`config.mk`:
```
export PLATFORM = sky130hd
export DESIGN_NAME = iz_neuron_state_update
export DESIGN_NICKNAME = d
export VERILOG_FILES = /design/src/rtl/iz_neuron_state_update.sv
export SDC_FILE = /design/constraint.sdc
export NUM_CORES = 1
export LEC_CHECK = 0
export ABC_AREA = 1
export BUFFER_PORTS_ARGS = -buffer_cell sky130_fd_sc_hd__buf_4
export CAP_MARGIN = 0
export CORE_UTILIZATION = 40
export CTS_CLUSTER_DIAMETER = 30
export DETAILED_ROUTE_END_ITERATION = 12
export PLACE_DENSITY = 0.57
export SKIP_LAST_GASP = 1
export SYNTH_ARGS = -nofsm -noshare
export SYNTH_HDL_FRONTEND = slang
export SYNTH_SLANG_ARGS = --single-unit
```
`constraint.sdc`:
```
create_clock -name clk -period 4.65 [get_ports clk]
set_clock_uncertainty 0.1 [all_clocks]
set_input_delay 0.6975 -clock clk [delete_from_list [all_inputs] [get_ports clk]]
set_output_delay 0.6975 -clock clk [all_outputs]
set_load 0.02 [all_outputs]
```
`src/rtl/iz_neuron_state_update.sv`:
```
// One Euler step of the approximate Izhikevich membrane/recovery update, driving an external squarer.
// Optional IZ_STATE_SAT_EN: saturate narrowed state to 16 bits instead of wrapping.
module iz_neuron_state_update #(
    parameter int C        = -65,
    parameter int D        = 8,
    parameter int V_PEAK   = 30,
    parameter int A_SHIFT  = 6,
    parameter int B_SHIFT  = 2,
    parameter int DT_SHIFT = 0
) (
    input  logic        clk,
    input  logic        rst_n,
    input  logic        step_valid,
    output logic        step_ready,
    input  logic [7:0]  i_in,
    output logic [7:0]  sq_x,
    input  logic [15:0] sq_in,
    output logic        out_valid,
    output logic [7:0]  v_out,
    output logic        spike
);

    localparam logic signed [15:0] V_RST    = 16'(C * 256);
    localparam logic signed [15:0] U_RST    = V_RST >>> B_SHIFT;
    localparam logic signed [23:0] D_Q      = 24'(D * 256);
    localparam logic signed [23:0] K140_Q   = 24'(140 * 256);
    localparam logic signed [7:0]  V_PEAK_S = 8'(V_PEAK);

    typedef enum logic [1:0] {
        ST_IDLE = 2'd0,
        ST_SQ   = 2'd1,
        ST_UPD  = 2'd2,
        ST_DONE = 2'd3
    } state_t;

    state_t             r_state;
    state_t             w_next;
    logic signed [15:0] r_v;
    logic signed [15:0] r_u;
    logic signed [7:0]  r_i;
    logic        [15:0] r_sq;
    logic               r_spike;
    logic               r_out_valid;

    logic               w_accept;
    logic signed [23:0] w_sq_e;
    logic signed [23:0] w_v_e;
    logic signed [23:0] w_u_e;
    logic signed [23:0] w_i_e;
    logic signed [23:0] w_dv;
    logic signed [23:0] w_v_new;
    logic signed [23:0] w_u_new;
    logic signed [15:0] w_v_nar;
    logic signed [15:0] w_u_nar;
    logic signed [15:0] w_u_spk;
    logic               w_fire;

    // Reduce a 24-bit intermediate to Q8.8 state width.
    function automatic logic signed [15:0] narrow16(input logic signed [23:0] x);
`ifdef IZ_STATE_SAT_EN
        if (x > 24'sd32767) begin
            return 16'sh7FFF;
        end else if (x < -24'sd32768) begin
            return 16'sh8000;
        end else begin
            return x[15:0];
        end
`else
        return x[15:0];
`endif
    endfunction

    assign step_ready = (r_state == ST_IDLE) && rst_n;
    assign w_accept   = step_valid && step_ready;
    assign sq_x       = r_v[15:8];
    assign v_out      = r_v[15:8];
    assign out_valid  = r_out_valid;
    assign spike      = r_spike;

    // Step arithmetic: 0.04*v^2 is approximated as (sq<<3)+(sq<<1) with sq an integer square.
    always_comb begin
        w_sq_e  = $signed({8'd0, r_sq});
        w_v_e   = {{8{r_v[15]}}, r_v};
        w_u_e   = {{8{r_u[15]}}, r_u};
        w_i_e   = {{16{r_i[7]}}, r_i};
        w_dv    = (w_sq_e <<< 3) + (w_sq_e <<< 1) + (w_v_e <<< 2) + w_v_e
                + K140_Q - w_u_e + (w_i_e <<< 8);
        w_v_new = w_v_e + (w_dv >>> DT_SHIFT);
        w_u_new = w_u_e + (((w_v_e >>> B_SHIFT) - w_u_e) >>> (A_SHIFT + DT_SHIFT));
        w_v_nar = narrow16(w_v_new);
        w_u_nar = narrow16(w_u_new);
        w_u_spk = narrow16(w_u_new + D_Q);
        w_fire  = ($signed(w_v_nar[15:8]) >= V_PEAK_S);
    end

    // Next-state logic for the four-phase step sequencer.
    always_comb begin
        w_next = r_state;
        case (r_state)
            ST_IDLE: begin
                if (w_accept) begin
                    w_next = ST_SQ;
                end else begin
                    w_next = ST_IDLE;
                end
            end
            ST_SQ:   w_next = ST_UPD;
            ST_UPD:  w_next = ST_DONE;
            ST_DONE: w_next = ST_IDLE;
            default: w_next = ST_IDLE;
        endcase
    end

    // State register.
    always_ff @(posedge clk or negedge rst_n) begin
        if (!rst_n) begin
            r_state <= ST_IDLE;
        end else begin
            r_state <= w_next;
        end
    end

    // Datapath registers: operand capture, state write-back and spike flag.
    always_ff @(posedge clk or negedge rst_n) begin
        if (!rst_n) begin
            r_v     <= V_RST;
            r_u     <= U_RST;
            r_i     <= 8'sd0;
            r_sq    <= 16'd0;
            r_spike <= 1'b0;
        end else begin
            case (r_state)
                ST_IDLE: begin
                    if (w_accept) begin
                        r_i <= i_in;
                    end
                end
                ST_SQ: begin
                    r_sq <= sq_in;
                end
                ST_UPD: begin
                    if (w_fire) begin
                        r_spike <= 1'b1;
                        r_v     <= V_RST;
                        r_u     <= w_u_spk;
                    end else begin
                        r_spike <= 1'b0;
                        r_v     <= w_v_nar;
                        r_u     <= w_u_nar;
                    end
                end
                default: begin
                    r_v <= r_v;
                end
            endcase
        end
    end

    // Result strobe, high for exactly the DONE cycle.
    always_ff @(posedge clk or negedge rst_n) begin
        if (!rst_n) begin
            r_out_valid <= 1'b0;
        end else begin
            r_out_valid <= (r_state == ST_UPD);
        end
    end

endmodule

```
* Word-level counts from Yosys, hierarchy flattened
Index checks and enable logic that the tools add are counted.
Storage, ports and cells: register bits after elaboration 59, input port bits 27, output and inout bits 19, logic and storage cells 30
Cells by class: add/subtract/negate cells 10, order comparisons 1, equality and inequality tests 3, mux-type cells 5, reductions and logical operators 4
Operators by type and width (number):
- adder 16 bit | 5
- two-way mux 16 bit | 2
- subtractor 14 x 16 -> 17 bit | 1
- adder 16 x 11 -> 16 bit | 1
- adder 16 x 13 -> 16 bit (second input constant) | 1
- adder 16 bit (second input constant) | 1
- subtractor 16 bit | 1
- greater-or-equal comparator 8 x 6 -> 1 bit (second input constant) | 1
- case mux 2 bit (4 select lines) | 1
- == test 2 bit (second input constant) | 2
- == test 2 x 1 -> 1 bit (second input constant) | 1
- logical AND 1 bit | 2
- logical NOT 2 bit | 1
- two-way mux 1 bit | 2
- AND reduction 2 bit | 1

* Longest topological paths before layout
Gate-level depths: netlist of run 1.
word-level depth 9, depth in mapped cells 31, depth with buffers taken out 31

* Worst setup path after synthesis of run 1
Ideal clock, no wire load.
path kind register -> register, start point reg r_v[9], end point reg r_v[1], library setup time 0.117 ns, arrival 4.132 ns, data required time 4.433 ns, path slack 0.301 ns, stages on the path, launching flop included 23, buffers on the path 1, period minus slack after synthesis 4.349 ns, path through dfstp_2 inv_1 fa_1 inv_1 fa_1 fa_1 fa_1 ha_1 nand2_1 inv_1 a21oi_1 nand2_1 nand2_1 nand2_1 inv_2 nand3_2 nand3_4 nand2_4 nand2_4 inv_4 buf_12 nand2_2 nand2_1
Between the ends: cells in the longest elaborated chain, start to end 8
Ends and longest elaborated chain:
- start, declared | line 38 | logic signed [15:0] r_v;
- start signal, assigned | line 148 | r_v <= w_v_nar;
- start signal, assigned | line 153 | r_v <= r_v;
- adder 16 bit (2 in a row) | line 86 | w_dv = (w_sq_e <<< 3) + (w_sq_e <<< 1) + (w_v_e <<< 2) + w_v_e
- adder 16 bit | line 87 | + K140_Q - w_u_e + (w_i_e <<< 8);
- subtractor 16 bit | line 87
- adder 16 bit | line 87
- adder 16 bit * | line 88 | w_v_new = w_v_e + (w_dv >>> DT_SHIFT);
- greater-or-equal comparator 8 x 6 -> 1 bit * | line 93 | w_fire = ($signed(w_v_nar[15:8]) >= V_PEAK_S);
- two-way mux 16 bit * | line 142 | if (w_fire) begin
Mark *: on every way between the ends. The rest lies on a longest branch, timed or not. A chain may end at the register's enable or synchronous reset.

* Worst setup path after layout of run 1
start point reg r_v[9], end point reg r_v[7]
The elaborated chain is that of the path after synthesis.

==> flow_metrics.tcl, run 1 <==
set metrics [dict create \
    critPathArrivalTime_ns 4.62 \
    path_class "reg -> reg" \
    cts-htree-levels 3 \
    cts-root-buf "clkbuf_16" \
    antenna_found_initial 0 \
    grt_use_total 0.194 \
    nNetsFinal 942 \
    required_ns 4.81 \
    drive_gt1_frac 0.187 \
    gp_congestion 0.878 \
    synth_cell_type_count 41 \
    slowest_delay_ns 0.56 \
    rows 45 \
    ys_warn_count 0 \
    ys.flop_type "dfrtp_1" \
    start_util 0.408 \
    finalSetupViolCount 0 \
    post_drt_wl_per_cell_um 14.1 \
    yosysSeqAreaShare 0.242 \
    dp_hpwl_um 11500 \
    grt_pass1_wl_um 24200 \
    finalCritPeriodShare 0.958 \
    crit_top_cell "fa_1" \
    outcome "completed" \
    n_antenna_cell 0 \
    vias 4956 \
    synth_edf_count 0 \
    synth_area_mm2 0.00618 \
    hold_buffers 0 \
    cp_max_fo 6 \
    via_per_inst 4.98 \
    max_freq_ghz 0.225 \
    hp-class "in -> async" \
    final_max_slew_viol_count 0 \
    synth_area_leaders "dfrtp_1 (17%), fa_1 (15%), ha_1 (13%), nand2_1 (12%), inv_1 (8.1%)" \
    die_h_um 126 \
    synth_top_area_share 0.174 \
    drt_iter0_markers 222 \
    cts_made_buffers 9 \
    worstSetupEndpointType "flop" \
    cts_sinks 59 \
    dieArea_mm2 0.0160 \
    hold_viol_final 0 \
    post-route-drc-count 0 \
    dr.pass1.iters 4 \
    grt_pass1_vias 5008 \
    slew_headroom 0.431 \
    netlist_instances 760 \
    drtAntennaViolNets 0 \
    clk_latency_ns 0.34 \
    wl_um 14000 \
    grt_max_degree 61 \
    syn_area_per_cell_um2 8.13 \
    core_area_mm2 0.0151 \
    cts.path.max_buffers 2 \
    syn_nets 900 \
    fillCellCount 1439 \
    cts_tree "yes" \
    cp_num_buf_inv 3 \
    die_width_um 126 \
    overflow 0 \
    max_cap_viol_count 0 \
    layout_min_cycle_time_ns 4.45 \
    worstPathCellList "inv_2, fa_1, inv_1, fa_1, fa_1, fa_1, ha_4, nand2_1, nor2_1, nand3_1, nand3_2, xor2_4, nand3_4, nand2_4, nand2_4, buf_4, o21ai_0" \
    crit_path_top_delay_cell "fa_1" \
    pin_count 46 \
    syn_to_final_growth_pct 14.3 \
    crit_family "adder cells" \
    hold_ws_ns 0.352 \
    cp-start-kind "flop" \
    synthArstFlopShare 1.00 \
    synth_top_area_cell "dfrtp_1" \
    synth-seq-cells 59 \
    path_clk_slew_ns 0.05 \
    numPortBuffers 44 \
    worst_slew_pin_slew_ns 0.849 \
]
final timing paths:
check	start	endpoint	slack (ns)	cells after the start
max	r_v[9]	r_v[7]	0.20	17
min	rst_n	r_state[0]	0.35	1
max reg2reg	r_v[9]	r_v[7]	0.20	17
min reg2reg	r_u[7]	r_u[7]	0.40	2
max in group asynchronous	rst_n	r_v[1]	3.52	1
min in group clk	r_u[7]	r_u[7]	0.40	2
cells in the mapped netlist, drive strengths merged (2+ instances only):
cell type	number
a21o	3
a21oi	34
a22oi	5
buf	17
clkbuf	9
dfrtp	43
dfstp	16
fa	47
ha	66
inv	137
mux2	16
nand2	198
nand3	39
nand3b	4
nand4	10
nor2	39
nor3	3
o21a	2
o21ai	30
o21bai	3
o22ai	4
xnor2	11
xor2	16
cell type report:
class	count	area, µm²	area share
multi-input combinational	537	4100	0.580
timing repair buffer	57	428	0.0606
clock inverter	4	25.0	0.00354
sequential	59	1500	0.212
tap	188	235	0.0333
inverter	138	523	0.0740
clock buffer	12	256	0.0363
metrics by stage:
step	setup TNS, ns	area (µm²)	util	setup WS (ns)	instances
after floorplan	0	6180	-	0.301	760
after global placement	0	6640	0.438	0.0764	976
after detailed placement	-0.0300	6640	0.438	-0.0198	976
after CTS	0	6930	0.458	0.00327	992
after global routing	-0.0176	7060	0.466	-0.0176	995
final	0	7060	0.466	0.196	995
placed cells by master, fill, tap and decap left out, types with 3 or more instances in the layout:
cell type / count
nand3b_1: 4
mux2_2: 16
a22oi_2: 5
xor2_1: 14
ha_4: 7
o21bai_1: 3
clkbuf_16: 9
ha_1: 59
inv_1: 129
buf_4: 57
o21ai_0: 28
a21o_1: 3
dfrtp_1: 40
nand2_4: 3
xnor2_1: 11
nand4_1: 10
dfrtp_2: 3
nand2_1: 188
nor3_1: 3
o22ai_1: 4
inv_2: 7
nand3_1: 35
nand2_2: 7
nor2_1: 34
dfstp_2: 16
a21oi_1: 32
fa_1: 47
nor2_2: 5
nand3_2: 3
routing by layer:
metal | vias to the layer above | part of all wire | GRT usage
li1 | 2473 | - | -
met1 | 2351 | 0.46 | 0.250
met2 | 114 | 0.48 | 0.331
met3 | 18 | 0.044 | 0.0363
met4 | 0 | 0.016 | 0.0588
met5 | - | 0 | 0
registers in the layout, indices dropped and copies added, names as in the netlist:
signal and cells:
out_valid 1, spike 1, r_sq 15, r_u 16
r_v 16, r_state 2, r_i 8
kinds of logic (layout without fill, tap and decap cells):
logic type | after synthesis | in the layout | synth area share
AOI/OAI and AO/OA | 86 | 86 | 0.0820
and+or+nand+nor | 295 | 295 | 0.206
muxes | 16 | 16 | 0.0291
adders and majority gates | 113 | 113 | 0.286
xor gates and xnor gates | 27 | 27 | 0.0407
buffers and inverters | 164 | 211 | 0.114
DFF | 59 | 59 | 0.242
timing repair:
item	in CTS	in global routing
resized for setup	1	25
endpoints found under the setup margin	4	21
pin swaps	0	12
buffers inserted	0	3
Power of run 1 is not shown: default switching activity piles up to over one toggle a cycle in this logic, so the estimate is an artifact.
==> run 2: changes to the inputs <==
CORE_UTILIZATION = 30   (was 40)
PLACE_DENSITY = 0.45   (was 0.57)
==> run 2 against run 1 <==
Effect of this change:
- routed wire length up 7.2%
- fmax rose by 0.91%
- sequential share of layout area down 0.51 points
- via count fell by 4.2%
==> flow_metrics.tcl, run 2 (same netlist as run 1, synthesis figures left out) <==
set metrics [dict create \
    outcome "completed" \
    reg2reg_depth 21 \
    setup_ws_ns 0.236 \
    reg2reg_slack_ns 0.24 \
    finalCritPeriodShare 0.949 \
    hold_buffers 0 \
    gp_congestion 0.811 \
    hold_viol_final 0 \
    multi_input_area_mm2 0.00410 \
    cp-start-kind "flop" \
    grt_max_degree 40 \
    route.layer.met1.wl_um 7720 \
    largestRegisters "r_u (16), r_v (16), r_sq (15)" \
    rr_endpoint "r_v[6]" \
    nNetsFinal 945 \
    layout_common_cells "nand2_1 (187), inv_1 (128), ha_1 (60), buf_4 (60), fa_1 (47)" \
    worst_slew_pin_slew_ns 0.935 \
    antenna_found_initial 0 \
    drt_iter0_markers 166 \
    max_freq_ghz 0.227 \
    critPathArrivalTime_ns 4.57 \
    clk_latency_ns 0.34 \
    worstPathCellList "fa_1, fa_1, fa_1, ha_1, ha_1, inv_1, fa_1, inv_2, nand3_1, nand2_2, nand2_1, nand2_1, nand2_1, nand2_2, inv_1, nand3_2, nand3_4, nand2_4, nand2_4, buf_4, o21ai_0" \
    syn_to_final_growth_pct 17.1 \
    vias 4750 \
    grt_use_total 0.153 \
    grt_pass1_vias 4870 \
    ff_latch_area_mm2 0.00150 \
    final_common_cell "nand2_1" \
    highest_layer "met4" \
    route.met3.wl_um 397 \
    post-route-drc-count 0 \
    cts.path.max_buffers 2 \
    worstSetupEndpointType "flop" \
    overflow 0 \
    core_area_mm2 0.0202 \
    dieArea_mm2 0.0212 \
    crit_top_cell "fa_1" \
    cts_sinks 59 \
    pin_count 46 \
    slew_headroom 0.373 \
    required_ns 4.81 \
    place_ws_ns 0.0603 \
    wl_um 15100 \
    hp-class "in -> async" \
    timing.rr.start "r_v[2]" \
    cp_max_fo 6 \
    fin_area_mm2 0.00724 \
    layout_min_cycle_time_ns 4.41 \
    cts_made_buffers 9 \
    numPortBuffers 44 \
    finalSetupViolCount 0 \
    cts_tree "yes" \
    placed_area_mm2 0.00677 \
    slowest_delay_ns 0.51 \
    die_h_um 146 \
    hold_ws_ns 0.140 \
    drive_gt1_frac 0.193 \
    via_per_inst 4.40 \
    n_antenna_cell 0 \
    cts-root-buf "clkbuf_16" \
    rows 52 \
    max_cap_viol_count 0 \
    cts-htree-levels 3 \
    post_drt_wl_per_cell_um 13.9 \
    dp_hpwl_um 12500 \
    met2_length_um 6810 \
    drtAntennaViolNets 0 \
    final_max_slew_viol_count 0 \
    dr.pass1.iters 5 \
    fillCellCount 2176 \
    start_util 0.305 \
    path_clk_slew_ns 0.06 \
    grt_pass1_wl_um 25200 \
    crit_path_top_delay_cell "fa_1" \
    path_class "reg -> reg" \
    die_width_um 146 \
]
## run 2: repair_timing
| action | in CTS | in global routing |
|---|---|---|
| setup buffers | 0 | 2 |
| resized for setup | 0 | 30 |
| endpoints found under the setup margin | 0 | 22 |
## run 2: how the worst max path moves through the flow
stage | endpoint | start | slack, ns
after floorplan | r_v[1] | r_v[9] | 0.30
after global placement | r_v[7] | r_v[9] | 0.10
after CTS | r_v[7] | r_v[9] | 0.05
final | r_v[6] | r_v[2] | 0.24
after detailed placement | r_v[7] | r_v[9] | 0.06
after global routing | r_v[6] | r_v[2] | -0.0008
## run 2: per-layer routing
layer  up-vias  GRT usage
met2        58      0.246
met4         0     0.0337
met1      2195      0.212
met5         -          0
li1       2487          -
met3        10     0.0310
## run 2: stage by stage
stage / util / std cells / setup TNS [ns]
4_1_cts: 0.351 / 1078 / 0
3_3_place_gp: 0.335 / 1062 / 0
2_1_floorplan: - / 760 / 0
3_5_place_dp: 0.335 / 1062 / 0
5_1_grt: 0.358 / 1080 / -0.000777
6_report: 0.358 / 1080 / 0
## run 2: area by class of cell
class	instances	share of cell area
Sequential cell	59	0.207
Inverter	138	0.0726
Tap cell	270	0.0467
Timing Repair Buffer	60	0.0622
Clock inverter	6	0.0123
Multi-Input combinational cell	537	0.566
Clock buffer	10	0.0330
## run 2: worst max-delay path: cells and delay by family, from the launching register on
kind	cells	cell delay, ns
AO/OA/AOI/OAI	1	0.14
adder cells (fa/ha/maj)	6	2.40
buffers and inverters	4	0.40
flip-flops	1	0.44
AND/OR/NAND/NOR	10	0.83
Power of run 2 is left out for the same reason.
==> run 3: changes to the inputs <==
CORE_UTILIZATION = 50   (was 30)
PLACE_DENSITY = 0.69   (was 0.45)
==> run 3 against run 2 <==
Effect of this change:
- core utilization is 22 points higher
- routed wire length is 6.8% lower
- cell count is 12% lower
- worst hold slack better by 0.0077 ns
- fmax is 1.7% lower
- first-iteration DRC count is 80% higher
- critical path depth is 2 lower
- via count is 3.4% higher
- largest cell class unchanged
==> flow_metrics.tcl, run 3 (same netlist as run 1, synthesis figures left out) <==
set metrics [dict create \
    outcome "completed" \
    gp_congestion 0.877 \
    drtAntennaViolNets 0 \
    placed_area_mm2 0.00659 \
    slew_headroom 0.389 \
    layout_min_cycle_time_ns 4.49 \
    rr_endpoint "r_v[2]" \
    wl_um 14000 \
    cts_setup_buffers 0 \
    via_per_inst 5.16 \
    numPortBuffers 44 \
    cts_tree "yes" \
    dieArea_mm2 0.0128 \
    finalCritPeriodShare 0.966 \
    timing.rr.start "r_v[10]" \
    cp_num_buf_inv 5 \
    max_cap_viol_count 0 \
    final_common_cell "nand2_1" \
    hp-class "in -> async" \
    cp-startpoint "r_v[10]" \
    start_util 0.515 \
    dr.pass1.iters 5 \
    crit_family "adder cells" \
    finalSetupViolCount 0 \
    path_class "reg -> reg" \
    critPathArrivalTime_ns 4.65 \
    final_cells 952 \
    hold_viol_final 0 \
    drive_gt1_frac 0.176 \
    nNetsFinal 940 \
    rsz0062_at_grt "true" \
    die_width_um 113 \
    fin_area_mm2 0.00698 \
    layout_common_cells "nand2_1 (189), inv_1 (131), ha_1 (61)" \
    use_met1 0.315 \
    fillCellCount 1094 \
    grt_use_met2 0.402 \
    reg2reg_slack_ns 0.16 \
    largestRegisters "r_u (16), r_v (16), r_sq (15)" \
    worst_slew_pin_slew_ns 0.911 \
    vias 4912 \
    pin_count 46 \
    slowest_delay_ns 0.53 \
    grt_max_degree 38 \
    dp_cells 936 \
    cts-htree-levels 3 \
    overflow 0 \
    grt_pass1_wl_um 23700 \
    max_freq_ghz 0.223 \
    clk_latency_ns 0.34 \
    critPathCapture "r_v[2]" \
    antenna_found_initial 0 \
    cts_made_buffers 9 \
    cp-start-kind "flop" \
    final_max_slew_viol_count 0 \
    cts_sinks 59 \
    required_ns 4.81 \
    core_area_mm2 0.0120 \
    post-route-drc-count 0 \
    worstPathCellList "buf_4, fa_1, inv_1, fa_1, inv_1, fa_1, ha_1, ha_1, inv_1, o21ai_0, nor2_1, nand3_2, xor2_2, nand3_4, nand2_8, nand2_8, clkinv_8, nand2_1, o21ai_0" \
    drt_iter0_markers 298 \
    cp_max_fo 11 \
    cts.path.max_buffers 2 \
    crit_cells 19 \
    reg2reg_depth 19 \
    busiest_layer "met2" \
    syn_to_final_growth_pct 12.9 \
    grt_use_total 0.241 \
    crit_path_top_delay_cell "fa_1" \
    n_antenna_cell 0 \
    die_h_um 113 \
    gr-usage-met3 0.0418 \
    post_drt_wl_per_cell_um 14.7 \
    rows 40 \
    worstSetupEndpointType "flop" \
    path_clk_slew_ns 0.06 \
    cts-root-buf "clkbuf_16" \
    grt_pass1_vias 5005 \
    dp_hpwl_um 11400 \
]
-- run 3: metal layers --
metal	routed length, µm	vias up
met5	0	-
met1	6600	2311
met2	6620	108
met4	346	0
met3	468	26
li1	-	2467
-- run 3: area by class of cell --
type	count	area, µm²	area share
Clock inverter	6	66.3	0.00951
Tap cell	147	184	0.0264
Inverter	138	531	0.0760
Timing Repair Buffer	55	413	0.0592
Clock buffer	10	229	0.0328
Multi-Input combinational cell	537	4060	0.581
Sequential cell	59	1500	0.215
-- run 3: worst min-delay path by stage --
stage                      start         to  depth (start not counted)
after floorplan            rst_n  out_valid                          0
after global placement    r_u[7]     r_u[7]                          2
after detailed placement  r_u[8]     r_u[8]                          2
after CTS                  rst_n    r_sq[5]                          1
after global routing       rst_n    r_sq[2]                          1
final                      rst_n    r_sq[5]                          1
-- run 3: timing repair --
action / 4_1_cts / 5_1_grt
resized for setup: 0 / 20
hold buffers: 0 / 0
endpoints found under the setup margin: 0 / 21
-- run 3: metrics by stage --
step	util	hold WS [ns]	setup TNS, ns	setup slack [ns]
2_1_floorplan	-	0.302	0	0.301
3_3_place_gp	0.549	0.388	0	0.0952
3_5_place_dp	0.549	0.395	0	0.0298
4_1_cts	0.574	0.146	0	0.0177
5_1_grt	0.581	0.166	-0.0431	-0.0431
6_report	0.581	0.147	0	0.160
Power of run 3 is left out for the same reason.
